**config.mk**
```make
export PLATFORM = sky130hd
export DESIGN_NAME = uengine_spi_master
export DESIGN_NICKNAME = d
export VERILOG_FILES = /design/src/rtl/uengine_spi_pkg.sv /design/src/rtl/uengine_spi_tick.sv /design/src/rtl/uengine_spi_master.sv
export SDC_FILE = /design/constraint.sdc
export NUM_CORES = 1
export LEC_CHECK = 0
export BUFFER_PORTS_ARGS = -buffer_cell sky130_fd_sc_hd__buf_4
export CAP_MARGIN = 20
export CORE_ASPECT_RATIO = 1.2
export CORE_MARGIN = 2
export CORE_UTILIZATION = 49
export CTS_BUF_LIST = sky130_fd_sc_hd__clkbuf_4 sky130_fd_sc_hd__clkbuf_8 sky130_fd_sc_hd__clkbuf_16
export DETAILED_ROUTE_END_ITERATION = 8
export PLACE_DENSITY = 0.78
export SYNTH_ARGS = -nofsm -noshare
export SYNTH_HDL_FRONTEND = slang
export SYNTH_SLANG_ARGS = --single-unit
export TNS_END_PERCENT = 100
```
**constraint.sdc**
```tcl
create_clock -name SysClock -period 2.3 [get_ports SysClock]
set_clock_uncertainty 0.15 [all_clocks]
set_input_delay 0.23 -clock SysClock [delete_from_list [all_inputs] [get_ports SysClock]]
set_output_delay 0.23 -clock SysClock [all_outputs]
set_load 0.02 [all_outputs]
```
**src/rtl/uengine_spi_pkg.sv**
```systemverilog
// Shared definitions for the uEngine SPI master.
// Holds the FSM state encoding, frame geometry and the command-frame
// field offsets used by the client stages that build SPI_TX words.
package uengine_spi_pkg;

  typedef enum logic [2:0] {
    ST_IDLE     = 3'd0,
    ST_SETUP    = 3'd1,
    ST_SHIFT_HI = 3'd2,
    ST_SHIFT_LO = 3'd3,
    ST_HOLD     = 3'd4,
    ST_DONE     = 3'd5
  } SpiState;

  localparam int FRAME_BITS = 32;
  localparam int RX_BITS    = 16;

  // Command frame layout: {op, chip[2:0], engine[3:0], reg[7:0], data[15:0]}
  localparam int OP_BIT     = 31;
  localparam int CHIP_LSB   = 28;
  localparam int ENGINE_LSB = 24;
  localparam int REG_LSB    = 16;

endpackage

```
**src/rtl/uengine_spi_tick.sv**
```systemverilog
// Half-period timer for the SPI master.
// Ports:
//   SysClock, SysReset_n : clock, async active-low reset
//   load                 : reload the counter with loadVal
//   loadVal[7:0]         : reload value (half-period minus one)
//   tick                 : high while the count is zero (phase may change)
module uengine_spi_tick (
  input  logic       SysClock,
  input  logic       SysReset_n,
  input  logic       load,
  input  logic [7:0] loadVal,
  output logic       tick
);

  logic [7:0] count;

  always_ff @(posedge SysClock or negedge SysReset_n) begin
    if (!SysReset_n)        count <= 8'd0;
    else if (load)          count <= loadVal;
    else if (count != 8'd0) count <= count - 8'd1;
  end

  // The owner reloads on the same edge it acts on tick, so tick lasts one cycle.
  assign tick = (count == 8'd0);

endmodule

```
**src/rtl/uengine_spi_master.sv**
```systemverilog
// uEngine SPI master: runs one 32-bit command frame per request (mode 0,
// MSB first) and returns the MISO bits sampled on the last 16 SCLK rises.
// Ports:
//   SysClock, SysReset_n  : clock, async active-low reset
//   SPI_TX[31:0]          : command frame, latched when a frame starts
//   SPI_START             : request, sampled only while idle
//   SPI_RX[15:0]          : returned data, valid with SPI_DONE
//   SPI_DONE              : one-cycle completion pulse
//   Busy                  : high whenever a frame is in progress
//   SPI_CS_n/SCLK/MOSI    : physical SPI outputs
//   SPI_MISO              : physical SPI input (registered once)
//   DebugExport[31:0]     : {22'b0, state, bit_count, sclk}
module uengine_spi_master
  import uengine_spi_pkg::*;
#(
  parameter int CLK_DIV = 4
) (
  input  logic                  SysClock,
  input  logic                  SysReset_n,
  input  logic [FRAME_BITS-1:0] SPI_TX,
  input  logic                  SPI_START,
  output logic [RX_BITS-1:0]    SPI_RX,
  output logic                  SPI_DONE,
  output logic                  Busy,
  output logic                  SPI_CS_n,
  output logic                  SPI_SCLK,
  output logic                  SPI_MOSI,
  input  logic                  SPI_MISO,
  output logic [31:0]           DebugExport
);

  localparam logic [7:0] HALF_M1 = 8'(CLK_DIV - 1);

  SpiState               state, nextState;
  logic [FRAME_BITS-2:0] shiftReg;  // bits still to send after the current MOSI bit
  logic [RX_BITS-1:0]    capture, rxReg;
  logic [5:0]            bitCount;
  logic                  csN, sclk, mosi, doneReg, misoSync, capPend;
  logic                  tick, divLoad, accept, riseStb, fallStb, finStb;

  uengine_spi_tick uTick (
    .SysClock   (SysClock),
    .SysReset_n (SysReset_n),
    .load       (divLoad),
    .loadVal    (HALF_M1),
    .tick       (tick)
  );

  always_ff @(posedge SysClock or negedge SysReset_n) begin
    if (!SysReset_n) state <= ST_IDLE;
    else             state <= nextState;
  end

  always_comb begin
    nextState = state;
    divLoad   = 1'b0;
    accept    = 1'b0;
    riseStb   = 1'b0;
    fallStb   = 1'b0;
    finStb    = 1'b0;
    case (state)
      ST_IDLE: begin
        // Keep the timer primed so SETUP lasts exactly H cycles.
        divLoad = 1'b1;
        if (SPI_START) begin
          accept    = 1'b1;
          nextState = ST_SETUP;
        end
      end
      ST_SETUP, ST_SHIFT_LO: if (tick) begin
        divLoad   = 1'b1;
        riseStb   = 1'b1;
        nextState = ST_SHIFT_HI;
      end
      ST_SHIFT_HI: if (tick) begin
        divLoad   = 1'b1;
        fallStb   = 1'b1;
        nextState = (bitCount == 6'(FRAME_BITS - 1)) ? ST_HOLD : ST_SHIFT_LO;
      end
      ST_HOLD: if (tick) begin
        divLoad   = 1'b1;
        finStb    = 1'b1;
        nextState = ST_DONE;
      end
      ST_DONE: nextState = ST_IDLE;
      default: nextState = ST_IDLE;
    endcase
  end

  always_ff @(posedge SysClock or negedge SysReset_n) begin
    if (!SysReset_n) begin
      misoSync <= 1'b0;
      capPend  <= 1'b0;
      shiftReg <= '0;
      capture  <= '0;
      rxReg    <= '0;
      bitCount <= 6'd0;
      csN      <= 1'b1;
      sclk     <= 1'b0;
      mosi     <= 1'b0;
      doneReg  <= 1'b0;
    end else begin
      misoSync <= SPI_MISO;
      doneReg  <= finStb;
      // Capture one cycle after the rise so the bit taken is the one the
      // synchroniser registered on the rise edge itself.
      capPend  <= riseStb;
      if (capPend) capture <= {capture[RX_BITS-2:0], misoSync};
      if (accept) begin
        shiftReg <= SPI_TX[FRAME_BITS-2:0];
        mosi     <= SPI_TX[OP_BIT];
        csN      <= 1'b0;
        bitCount <= 6'd0;
        capture  <= '0;
      end
      if (riseStb) sclk <= 1'b1;
      if (fallStb) begin
        sclk     <= 1'b0;
        bitCount <= bitCount + 6'd1;
        if (bitCount != 6'(FRAME_BITS - 1)) begin
          mosi     <= shiftReg[FRAME_BITS-2];
          shiftReg <= {shiftReg[FRAME_BITS-3:0], 1'b0};
        end
      end
      if (finStb) begin
        csN   <= 1'b1;
        mosi  <= 1'b0;
        rxReg <= capture;
      end
    end
  end

  assign SPI_RX      = rxReg;
  assign SPI_DONE    = doneReg;
  assign Busy        = (state != ST_IDLE);
  assign SPI_CS_n    = csN;
  assign SPI_SCLK    = sclk;
  assign SPI_MOSI    = mosi;
  assign DebugExport = {22'b0, state, bitCount, sclk};

endmodule

```
==> flow_metrics.env, run 1 <==
export IMPL_endpoint_kind="register"
export IMPL_leakage_nw=2.53
export IMPL_clockRootBuffer="clkbuf_8"
export IMPL_setup_viol=0
export IMPL_power_mw=2.75
export IMPL_fp_dieW_um=88.8
export IMPL_top_layer="met4"
export IMPL_ys_types=48
export IMPL_critPathKind="reg -> reg"
export IMPL_ys_ff_latch=86
export IMPL_cp_required_ns=2.40
export IMPL_fin_setup_tns_ns=0
export IMPL_grt_max_degree=45
export IMPL_worstMarginPinSlew_ns=0.573
export IMPL_pwr_share_seq_pct=55.9
export IMPL_syn_area_per_cell_um2=10.6
export IMPL_gp_congestion=0.803
export IMPL_max_slew_margin_pct=61.8
export IMPL_grt_overflow=0
export IMPL_ys_warn_count=0
export IMPL_clock_latency_ns=0.36
export IMPL_yosysSeqAreaShare_pct=50.9
export IMPL_switching_share_pct=26.1
export IMPL_nets=525
export IMPL_drc=0
export IMPL_outcome="finished, final reports clean"
export IMPL_pin_count=89
export IMPL_worst_endpoint_arrival_ns=2.29
export IMPL_drt_iter0_drc=179
export IMPL_clkPwrFrac_pct=38.3
export IMPL_drt_total_wl_um=8740
export IMPL_slowest_stage="dfrtp_1"
export IMPL_firstDrtPassIters=4
export IMPL_die_y_um=106
export IMPL_critPathMaxStageDelay_ns=0.42
export IMPL_path_cells="inv_1 -> ha_1 -> nor3b_1 -> nand3_1 -> or2_1 -> buf_4 -> o211a_1"
export IMPL_antenna_found_initial=0
export IMPL_hp_class="in -> reg"
export IMPL_start_util_pct=49.9
export IMPL_synth_top_cell_by_area="dfrtp_1"
export IMPL_met2_length_um=4370
export IMPL_clk_pin_slew_ns=0.10
export IMPL_cts_tree="done"
export IMPL_diodes=0
export IMPL_ctsLongestPathBuffers=2
export IMPL_drv_cap=0
export IMPL_p_sw_uw=718
export IMPL_synthTopCellsByArea="dfrtp_1 50%, nand2_1 6.4%, a31oi_2 5.9%"
export IMPL_grt_setup_unrepaired="false"
export IMPL_met1Wirelength_um=3820
export IMPL_async_flop_share_pct=100
export IMPL_powerDensity_nw_per_um2=529
export IMPL_drive_gt1_share_pct=28.9
export IMPL_grt_pass1_wl_um=14400
export IMPL_cp_max_fo=17
export IMPL_synth_edf_count=0
export IMPL_syn_area_um2=4230
export IMPL_wl_per_cell_um=14.4
export IMPL_fin_crit_ns=2.19
export IMPL_cts_num_sinks=86
export IMPL_syn_to_final_growth_pct=23.0
export IMPL_via_count=3127
export IMPL_slew_violations=0
export IMPL_n_fill_cell=701
export IMPL_p_int_mw=2.03
export IMPL_syn_inst=400
export IMPL_htree_num_levels=3
export IMPL_cp_start_kind="register"
export IMPL_cts_buffers=9
export IMPL_dr_wl_met3_um=332
export IMPL_dieArea_um2=9390
export IMPL_rows=37
export IMPL_grt_pass1_vias=3097
export IMPL_hold_viol=0
export IMPL_vias_per_cell=5.14
export IMPL_ir_drop_mv=0.424
export IMPL_core_um2=8470
export IMPL_hpwl_um=5620
export IMPL_fmax_ghz=0.457
export IMPL_antenna_left=0
export IMPL_synth_top_area_share_pct=50.3
export IMPL_port_buffers=66
export IMPL_track_usage_pct=19.6
export IMPL_synth_main_ff_cell="dfrtp_1"
export IMPL_final_period_utilization_pct=95.1
export IMPL_combinationalPowerShare_pct=5.8
==> cell usage in the layout (no fill, tap or decap), types with 2 or more instances in the layout <==
master / synthesis / final
nand2b_1: 5 / 5
dfrtp_1: 85 / 85
nand3_4: 1 / 2
xnor2_1: 2 / 2
nand3_1: 8 / 8
buf_4: 23 / 79
ha_1: 3 / 3
inv_1: 5 / 5
o21ai_0: 3 / 3
nand2_1: 72 / 72
a21oi_1: 9 / 9
dlygate4sd3_1: 0 / 21
or3_1: 4 / 4
clkbuf_8: 0 / 9
inv_6: 0 / 3
o21ai_1: 2 / 2
a31oi_1: 10 / 10
conb_1: 1 / 22
inv_8: 0 / 2
a31oi_2: 20 / 20
mux2i_1: 16 / 16
mux2_4: 16 / 16
a21o_1: 3 / 3
xor2_1: 3 / 3
nor3b_1: 2 / 2
nor3_1: 35 / 34
nor2_1: 26 / 26
==> final timing paths <==
check	cells after the start	from	to	slack [ns]
min	3	SPI_TX[6]	shiftReg[6]	0.001
min reg2reg	2	SPI_CS_n	SPI_CS_n	0.34
max in group asynchronous	3	SysReset_n	SPI_CS_n	1.09
max reg2reg	7	uTick.count[1]	SPI_MOSI	0.11
max	7	uTick.count[1]	SPI_MOSI	0.11
min in group asynchronous	2	SysReset_n	shiftReg[21]	0.24
==> synth_stat cells, drive strengths merged, types with 2 or more instances <==
cell / number
a31oi: 30
xor2: 3
or2: 2
a21o: 3
mux2i: 16
nand3: 9
ha: 3
nor2: 27
inv: 5
nor3b: 2
nand2b: 5
nor3: 35
or3: 4
a21oi: 9
xnor2: 2
clkbuf: 14
dfrtp: 85
buf: 34
o21ai: 5
mux2: 16
nand2: 72
==> metal layers <==
metal,GRT usage [%],up-vias
met1,26.0,1504
li1,-,1516
met2,31.5,87
met3,3.29,20
met4,8.01,0
met5,0,-
==> what timing repair did <==
item                                    4_1_cts  5_1_grt
cloned                                        1        0
setup buffers                                 0        0
hold buffers                                 21        0
endpoints found under the setup margin       16       16
hold endpoints to repair                     63        0
pin swaps                                     1        0
resized for setup                             1        1
==> cell families (layout without fill, tap and decap cells) <==
group / after synthesis / in the layout / share of synthesized area, %
buffers and inverters: 53 / 122 / 7.73
xor gates and xnor gates: 5 / 5 / 1.04
and+or+nand+nor: 165 / 166 / 18.7
adders and majority gates: 4 / 4 / 1.13
muxes: 32 / 32 / 9.47
DFF: 86 / 86 / 50.9
other: 1 / 22 / 0.0887
AOI/OAI and AO/OA: 54 / 54 / 11.0
==> registers in the layout, summed over array words and instances, names as in the netlist, 3 cells and up <==
| register | cells |
|---|---|
| shiftReg | 31 |
| uTick.count | 8 |
| state | 3 |
| capture | 16 |
| bitCount | 6 |
| SPI_RX | 16 |
==> final cells by class <==
type / instances / area (µm²) / area share, %
Sequential cell: 86 / 2150 / 41.4
Multi-Input combinational cell: 283 / 1860 / 35.8
Timing Repair Buffer: 101 / 823 / 15.8
Tap cell: 117 / 146 / 2.82
Clock buffer: 9 / 124 / 2.38
Clock inverter: 7 / 73.8 / 1.42
Inverter: 5 / 18.8 / 0.361
==> power by group through the flow <==
stage | combinational [mW] | sequential [mW] | clock [mW]
3_5_place_dp | 0.130 | 1.57 | 0
3_3_place_gp | 0.128 | 1.57 | 0
4_1_cts | 0.158 | 1.54 | 1.07
2_1_floorplan | 0.0746 | 1.56 | 0
6_report | 0.159 | 1.54 | 1.05
5_1_grt | 0.176 | 1.54 | 1.13
==> per-stage QoR <==
step / setup WS [ns] / utilization [%] / instance area (µm²) / hold WS (ns) / instances
floorplan: 0.200 / - / 4310 / -0.216 / 421
global placement: 0.00124 / 56.3 / 4770 / 0.113 / 570
detailed placement: -0.0563 / 56.3 / 4770 / 0.115 / 570
CTS: 0.0461 / 61.3 / 5200 / 0.000875 / 608
global route: 0.0170 / 61.4 / 5200 / 0.00464 / 608
finish: 0.113 / 61.4 / 5200 / 0.00102 / 608
==> worst max-delay path: cells and delay by family (launching register included) <==
family	cells	cell delay, ns
and+or+nand+nor	3	0.84
adders and majority gates	1	0.15
DFF	1	0.42
buffers and inverters	2	0.30
AOI/OAI and AO/OA	1	0.22
No activity file was read; power rests on OpenSTA's default activity.
==> inputs of run 2 (changes only) <==
--- a/config.mk
+++ b/config.mk
@@ -5,14 +5,14 @@
 export SDC_FILE = /design/constraint.sdc
 export NUM_CORES = 1
 export LEC_CHECK = 0
-export BUFFER_PORTS_ARGS = -buffer_cell sky130_fd_sc_hd__buf_4
 export CAP_MARGIN = 20
 export CORE_ASPECT_RATIO = 1.2
 export CORE_MARGIN = 2
-export CORE_UTILIZATION = 49
+export CORE_UTILIZATION = 55
 export CTS_BUF_LIST = sky130_fd_sc_hd__clkbuf_4 sky130_fd_sc_hd__clkbuf_8 sky130_fd_sc_hd__clkbuf_16
 export DETAILED_ROUTE_END_ITERATION = 8
-export PLACE_DENSITY = 0.78
+export DONT_BUFFER_PORTS = 1
+export PLACE_DENSITY = 0.72
 export SYNTH_ARGS = -nofsm -noshare
 export SYNTH_HDL_FRONTEND = slang
 export SYNTH_SLANG_ARGS = --single-unit
==> run 2 against run 1 <==
Against the previous run: the run now ends with negative hold slack left; utilization grew 2.4 points; critical path type unchanged; non-clock buffer count is 48 lower; routed wire length is 3.1% lower; hold slack got worse by 0.61 ns; sequential cell count is the same; register-to-register slack is essentially flat; total power decreased by 2.6%.
==> flow_metrics.env, run 2 (same netlist as run 1, synthesis figures left out) <==
export IMPL_layout_commonest_cell="dfrtp_1"
export IMPL_grt_setup_unrepaired="false"
export IMPL_hpwl_um=5310
export IMPL_setup_viol=0
export IMPL_cp_start_kind="register"
export IMPL_violations="negative hold slack"
export IMPL_nets=476
export IMPL_final_period_utilization_pct=94.5
export IMPL_layout_common_cells="85 x dfrtp_1, 72 x nand2_1, 34 x nor3_1, 32 x dlygate4sd3_1, 26 x nor2_1"
export IMPL_drt_iter0_drc=169
export IMPL_cts_num_sinks=86
export IMPL_rows=35
export IMPL_antenna_left=0
export IMPL_placed_cell_area_um2=4290
export IMPL_drc=0
export IMPL_largest_reg_flops=31
export IMPL_hold_viol=86
export IMPL_multi_input_area_um2=1840
export IMPL_track_usage_pct=21.5
export IMPL_drive_gt1_share_pct=18.6
export IMPL_clock_latency_ns=0.37
export IMPL_hold_buffers=32
export IMPL_core_um2=7580
export IMPL_cp_max_fo=7
export IMPL_grt_overflow=0
export IMPL_firstDrtPassIters=5
export IMPL_die_y_um=100
export IMPL_start_util_pct=55.8
export IMPL_hp_class="in -> async"
export IMPL_gp_congestion=0.834
export IMPL_grt_max_degree=87
export IMPL_critPathKind="reg -> reg"
export IMPL_drt_total_wl_um=8470
export IMPL_leakage_nw=2.29
export IMPL_clk_pin_slew_ns=0.11
export IMPL_endpoint_kind="register"
export IMPL_syn_to_final_growth_pct=14.2
export IMPL_via_count=2955
export IMPL_powerDensity_nw_per_um2=555
export IMPL_power_mw=2.68
export IMPL_fin_setup_tns_ns=0
export IMPL_cts_buffers=9
export IMPL_worst_endpoint_arrival_ns=2.27
export IMPL_setup_ws_ns=0.126
export IMPL_top_register="shiftReg"
export IMPL_vias_per_cell=5.53
export IMPL_fin_util_pct=63.7
export IMPL_wl_per_cell_um=15.9
export IMPL_dieArea_um2=8410
export IMPL_cts_resized_gates=0
export IMPL_dp_slack_ns=0.0309
export IMPL_antenna_found_initial=0
export IMPL_fin_crit_ns=2.17
export IMPL_diodes=0
export IMPL_fp_dieW_um=84.0
export IMPL_cp_required_ns=2.40
export IMPL_pin_count=89
export IMPL_hold_ws_ns=-0.609
export IMPL_ctsLongestPathBuffers=2
export IMPL_htree_num_levels=3
export IMPL_port_buffers=0
export IMPL_drv_cap=0
export IMPL_register_area_um2=2150
export IMPL_slew_violations=0
export IMPL_design_area_um2=4830
export IMPL_ir_drop_mv=0.446
export IMPL_finalNonFillerCells=534
export IMPL_n_fill_cell=595
export IMPL_clockRootBuffer="clkbuf_8"
export IMPL_cts_tree="done"
export IMPL_grt_pass1_vias=2896
export IMPL_outcome="finished with violations"
export IMPL_grt_pass1_wl_um=14300
export IMPL_dp_cells=485
export IMPL_fmax_ghz=0.460
==> run 2: area by class of cell <==
cell class              count  area share (%)
flip-flops and latches     86            44.6
multi-input cells         282            38.1
repair buffers             53            10.4
clock buffers               9            2.57
well taps                  92            2.38
clock inverters             7            1.53
inverters                   5           0.389
==> run 2: final timing paths <==
check	startpoint	endpoint	slack [ns]	cells past startpoint
max in group asynchronous	SysReset_n	SPI_CS_n	2.40	0
worst min-delay path	SysReset_n	capture[10]	-0.61	0
min in group SysClock	SPI_TX[31]	SPI_MOSI	0.03	3
worst min register to register	misoSync	capture[0]	0.36	2
worst max register to register	uTick.count[0]	uTick.count[1]	0.13	7
worst max-delay path	uTick.count[0]	uTick.count[1]	0.13	7
==> run 2: critical path, stage by stage, from the launching register on <==
cell     delay, ns
dfrtp_1       0.38
inv_1         0.07
ha_1          0.19
or3b_2        0.28
nor2_8        0.05
buf_4         0.15
maj3_1        0.45
or2_2         0.34
==> run 2: repair_timing <==
| item | CTS | global route |
|---|---|---|
| endpoints found under the hold margin | 118 | 86 |
| setup endpoints to repair | 0 | 17 |
| setup buffers | 0 | 1 |
==> run 2: power breakdown <==
group / leakage [nW] / switching (mW) / internal, mW / total (mW)
registers: 0.988 / 0.0115 / 1.53 / 1.54
logic: 1.20 / 0.0475 / 0.0461 / 0.0937
clock network: 0.101 / 0.618 / 0.428 / 1.05
==> run 2: layer usage <==
layer / GRT usage [%] / up-vias / wire length (µm) / share of wire (%)
met2: 34.7 / 70 / 4180 / 49
met1: 27.7 / 1450 / 3780 / 45
met4: 8.68 / 0 / 195 / 2.3
li1: - / 1418 / - / -
met5: 0 / - / 0 / 0
met3: 5.84 / 17 / 319 / 3.8
==> inputs of run 3 (changes only) <==
--- a/config.mk
+++ b/config.mk
@@ -7,12 +7,11 @@
 export LEC_CHECK = 0
 export CAP_MARGIN = 20
 export CORE_ASPECT_RATIO = 1.2
-export CORE_MARGIN = 2
-export CORE_UTILIZATION = 55
+export CORE_UTILIZATION = 57
 export CTS_BUF_LIST = sky130_fd_sc_hd__clkbuf_4 sky130_fd_sc_hd__clkbuf_8 sky130_fd_sc_hd__clkbuf_16
 export DETAILED_ROUTE_END_ITERATION = 8
 export DONT_BUFFER_PORTS = 1
-export PLACE_DENSITY = 0.72
+export PLACE_DENSITY = 0.74
 export SYNTH_ARGS = -nofsm -noshare
 export SYNTH_HDL_FRONTEND = slang
 export SYNTH_SLANG_ARGS = --single-unit
==> run 3 against run 2 <==
Against the previous run: the flow still finishes with violations (negative hold slack); sequential power about the same; register-to-register slack got worse by 0.03 ns; sequential cell count unchanged; final area down 0.47%; routed wire length fell by 3.0%; hold slack improved by 0.024 ns; count of clock-buffer cells in the layout is the same; total power is essentially flat; via count shrank 0.27%; non-clock buffer count is 3 lower; maximum frequency fell by 1.2%; largest power group unchanged.
==> flow_metrics.env, run 3 (same netlist as run 1, synthesis figures left out) <==
export IMPL_cts_setup_buffers=0
export IMPL_grt_pass1_wl_um=13500
export IMPL_p_sw_uw=671
export IMPL_fp_dieW_um=80.6
export IMPL_grt_pass1_vias=2816
export IMPL_fin_crit_ns=2.20
export IMPL_cp_max_fo=7
export IMPL_drt_iter0_drc=198
export IMPL_largest_reg_flops=31
export IMPL_combinationalPowerShare_pct=3.5
export IMPL_worst_endpoint_arrival_ns=2.29
export IMPL_clock_latency_ns=0.35
export IMPL_grt_max_degree=87
export IMPL_core_um2=7230
export IMPL_clk_pin_slew_ns=0.11
export IMPL_hpwl_um=5210
export IMPL_wl_per_cell_um=15.5
export IMPL_hold_viol=86
export IMPL_grt_setup_unrepaired="false"
export IMPL_p_int_mw=2.00
export IMPL_htree_num_levels=3
export IMPL_final_period_utilization_pct=95.7
export IMPL_pwr_share_seq_pct=57.5
export IMPL_outcome="finished with violations"
export IMPL_track_usage_pct=22.8
export IMPL_cts_buffers=9
export IMPL_ctsLongestPathBuffers=2
export IMPL_top_register="shiftReg"
export IMPL_pin_count=89
export IMPL_powerDensity_nw_per_um2=557
export IMPL_fin_setup_tns_ns=0
export IMPL_leakage_nw=2.27
export IMPL_fmax_ghz=0.454
export IMPL_rows=34
export IMPL_cts_tree="done"
export IMPL_antenna_found_initial=0
export IMPL_dieArea_um2=7760
export IMPL_cp_required_ns=2.38
export IMPL_n_fill_cell=552
export IMPL_critPathMaxStageDelay_ns=0.44
export IMPL_die_y_um=96.3
export IMPL_clockRootBuffer="clkbuf_8"
export IMPL_gp_congestion=0.769
export IMPL_hp_class="in -> async"
export IMPL_drv_cap=0
export IMPL_path_cells="inv_1 -> ha_1 -> or3b_4 -> nor2_8 -> buf_4 -> maj3_1 -> or2_2"
export IMPL_nets=474
export IMPL_layout_commonest_cell="dfrtp_1"
export IMPL_cts_num_sinks=86
export IMPL_antenna_left=0
export IMPL_drc=0
export IMPL_diodes=0
export IMPL_violations="negative hold slack"
export IMPL_setup_viol=0
export IMPL_clkPwrFrac_pct=39.0
export IMPL_fin_util_pct=66.4
export IMPL_drt_total_wl_um=8220
export IMPL_critPathKind="reg -> reg"
export IMPL_via_count=2947
export IMPL_ir_drop_mv=0.372
export IMPL_syn_to_final_growth_pct=13.7
export IMPL_firstDrtPassIters=5
export IMPL_drive_gt1_share_pct=18.4
export IMPL_hold_buffers=32
export IMPL_slowest_stage="maj3_1"
export IMPL_layout_common_cells="85 x dfrtp_1, 72 x nand2_1, 34 x nor3_1, 32 x dlygate4sd3_1, 26 x nor2_1"
export IMPL_slew_violations=0
export IMPL_start_util_pct=58.4
export IMPL_hold_ws_ns=-0.585
export IMPL_cp_start_kind="register"
export IMPL_power_mw=2.68
export IMPL_grt_overflow=0
export IMPL_port_buffers=0
export IMPL_vias_per_cell=5.56
export IMPL_endpoint_kind="register"
export IMPL_switching_share_pct=25.1
run 3: area by class of cell:
class / count / area, µm² / area share [%]
multi-input combinational: 283 / 1860 / 38.8
tap: 90 / 113 / 2.34
sequential: 86 / 2150 / 44.8
timing repair buffer: 50 / 455 / 9.48
inverter: 5 / 18.8 / 0.391
clock inverter: 7 / 76.3 / 1.59
clock buffer: 9 / 124 / 2.58
run 3: power by group through the flow:
stage / sequential [mW] / combinational [mW] / clock (mW)
detailed placement: 1.57 / 0.0482 / 0
floorplan: 1.56 / 0.0746 / 0
global placement: 1.57 / 0.0471 / 0
CTS: 1.54 / 0.0914 / 1.07
finish: 1.54 / 0.0938 / 1.04
global route: 1.54 / 0.103 / 1.14
run 3: what timing repair did:
item	4_1_cts	5_1_grt
setup endpoints to repair	16	38
resized for setup	1	2
endpoints found under the hold margin	118	86
cloned	1	0
run 3: layer usage:
metal,share of wire (%),track usage (%)
met5,0,0
met1,43,30.2
met2,51,36.8
met4,2.1,9.67
met3,4.4,4.08
run 3: per-stage QoR:
stage	setup WS, ns	instance area [µm²]	instances
global placement	0.0235	4260	481
floorplan	0.200	4310	421
finish	0.0995	4800	530
CTS	0.0475	4800	530
detailed placement	-0.0287	4260	481
global route	0.0101	4800	530
run 3: critical path, delay by kind of cell, from the launching register on:
family / cells / cell delay, ns
buffers and inverters: 2 / 0.24
adder cells (fa/ha/maj): 2 / 0.65
flip-flops: 1 / 0.37
AND/OR/NAND/NOR: 3 / 0.66
run 3: path summary, 6_finish.rpt:
kind                                 from  cells after the start  slack (ns)             end
setup / recovery           uTick.count[0]                      7         0.1  uTick.count[1]
hold / removal                 SysReset_n                      0       -0.59       SPI_RX[8]
setup reg to reg           uTick.count[0]                      7         0.1  uTick.count[1]
hold reg to reg                  misoSync                      2        0.36      capture[0]
max in group asynchronous      SysReset_n                      0        2.37        SPI_CS_n
min in group SysClock          SPI_TX[31]                      3        0.05        SPI_MOSI
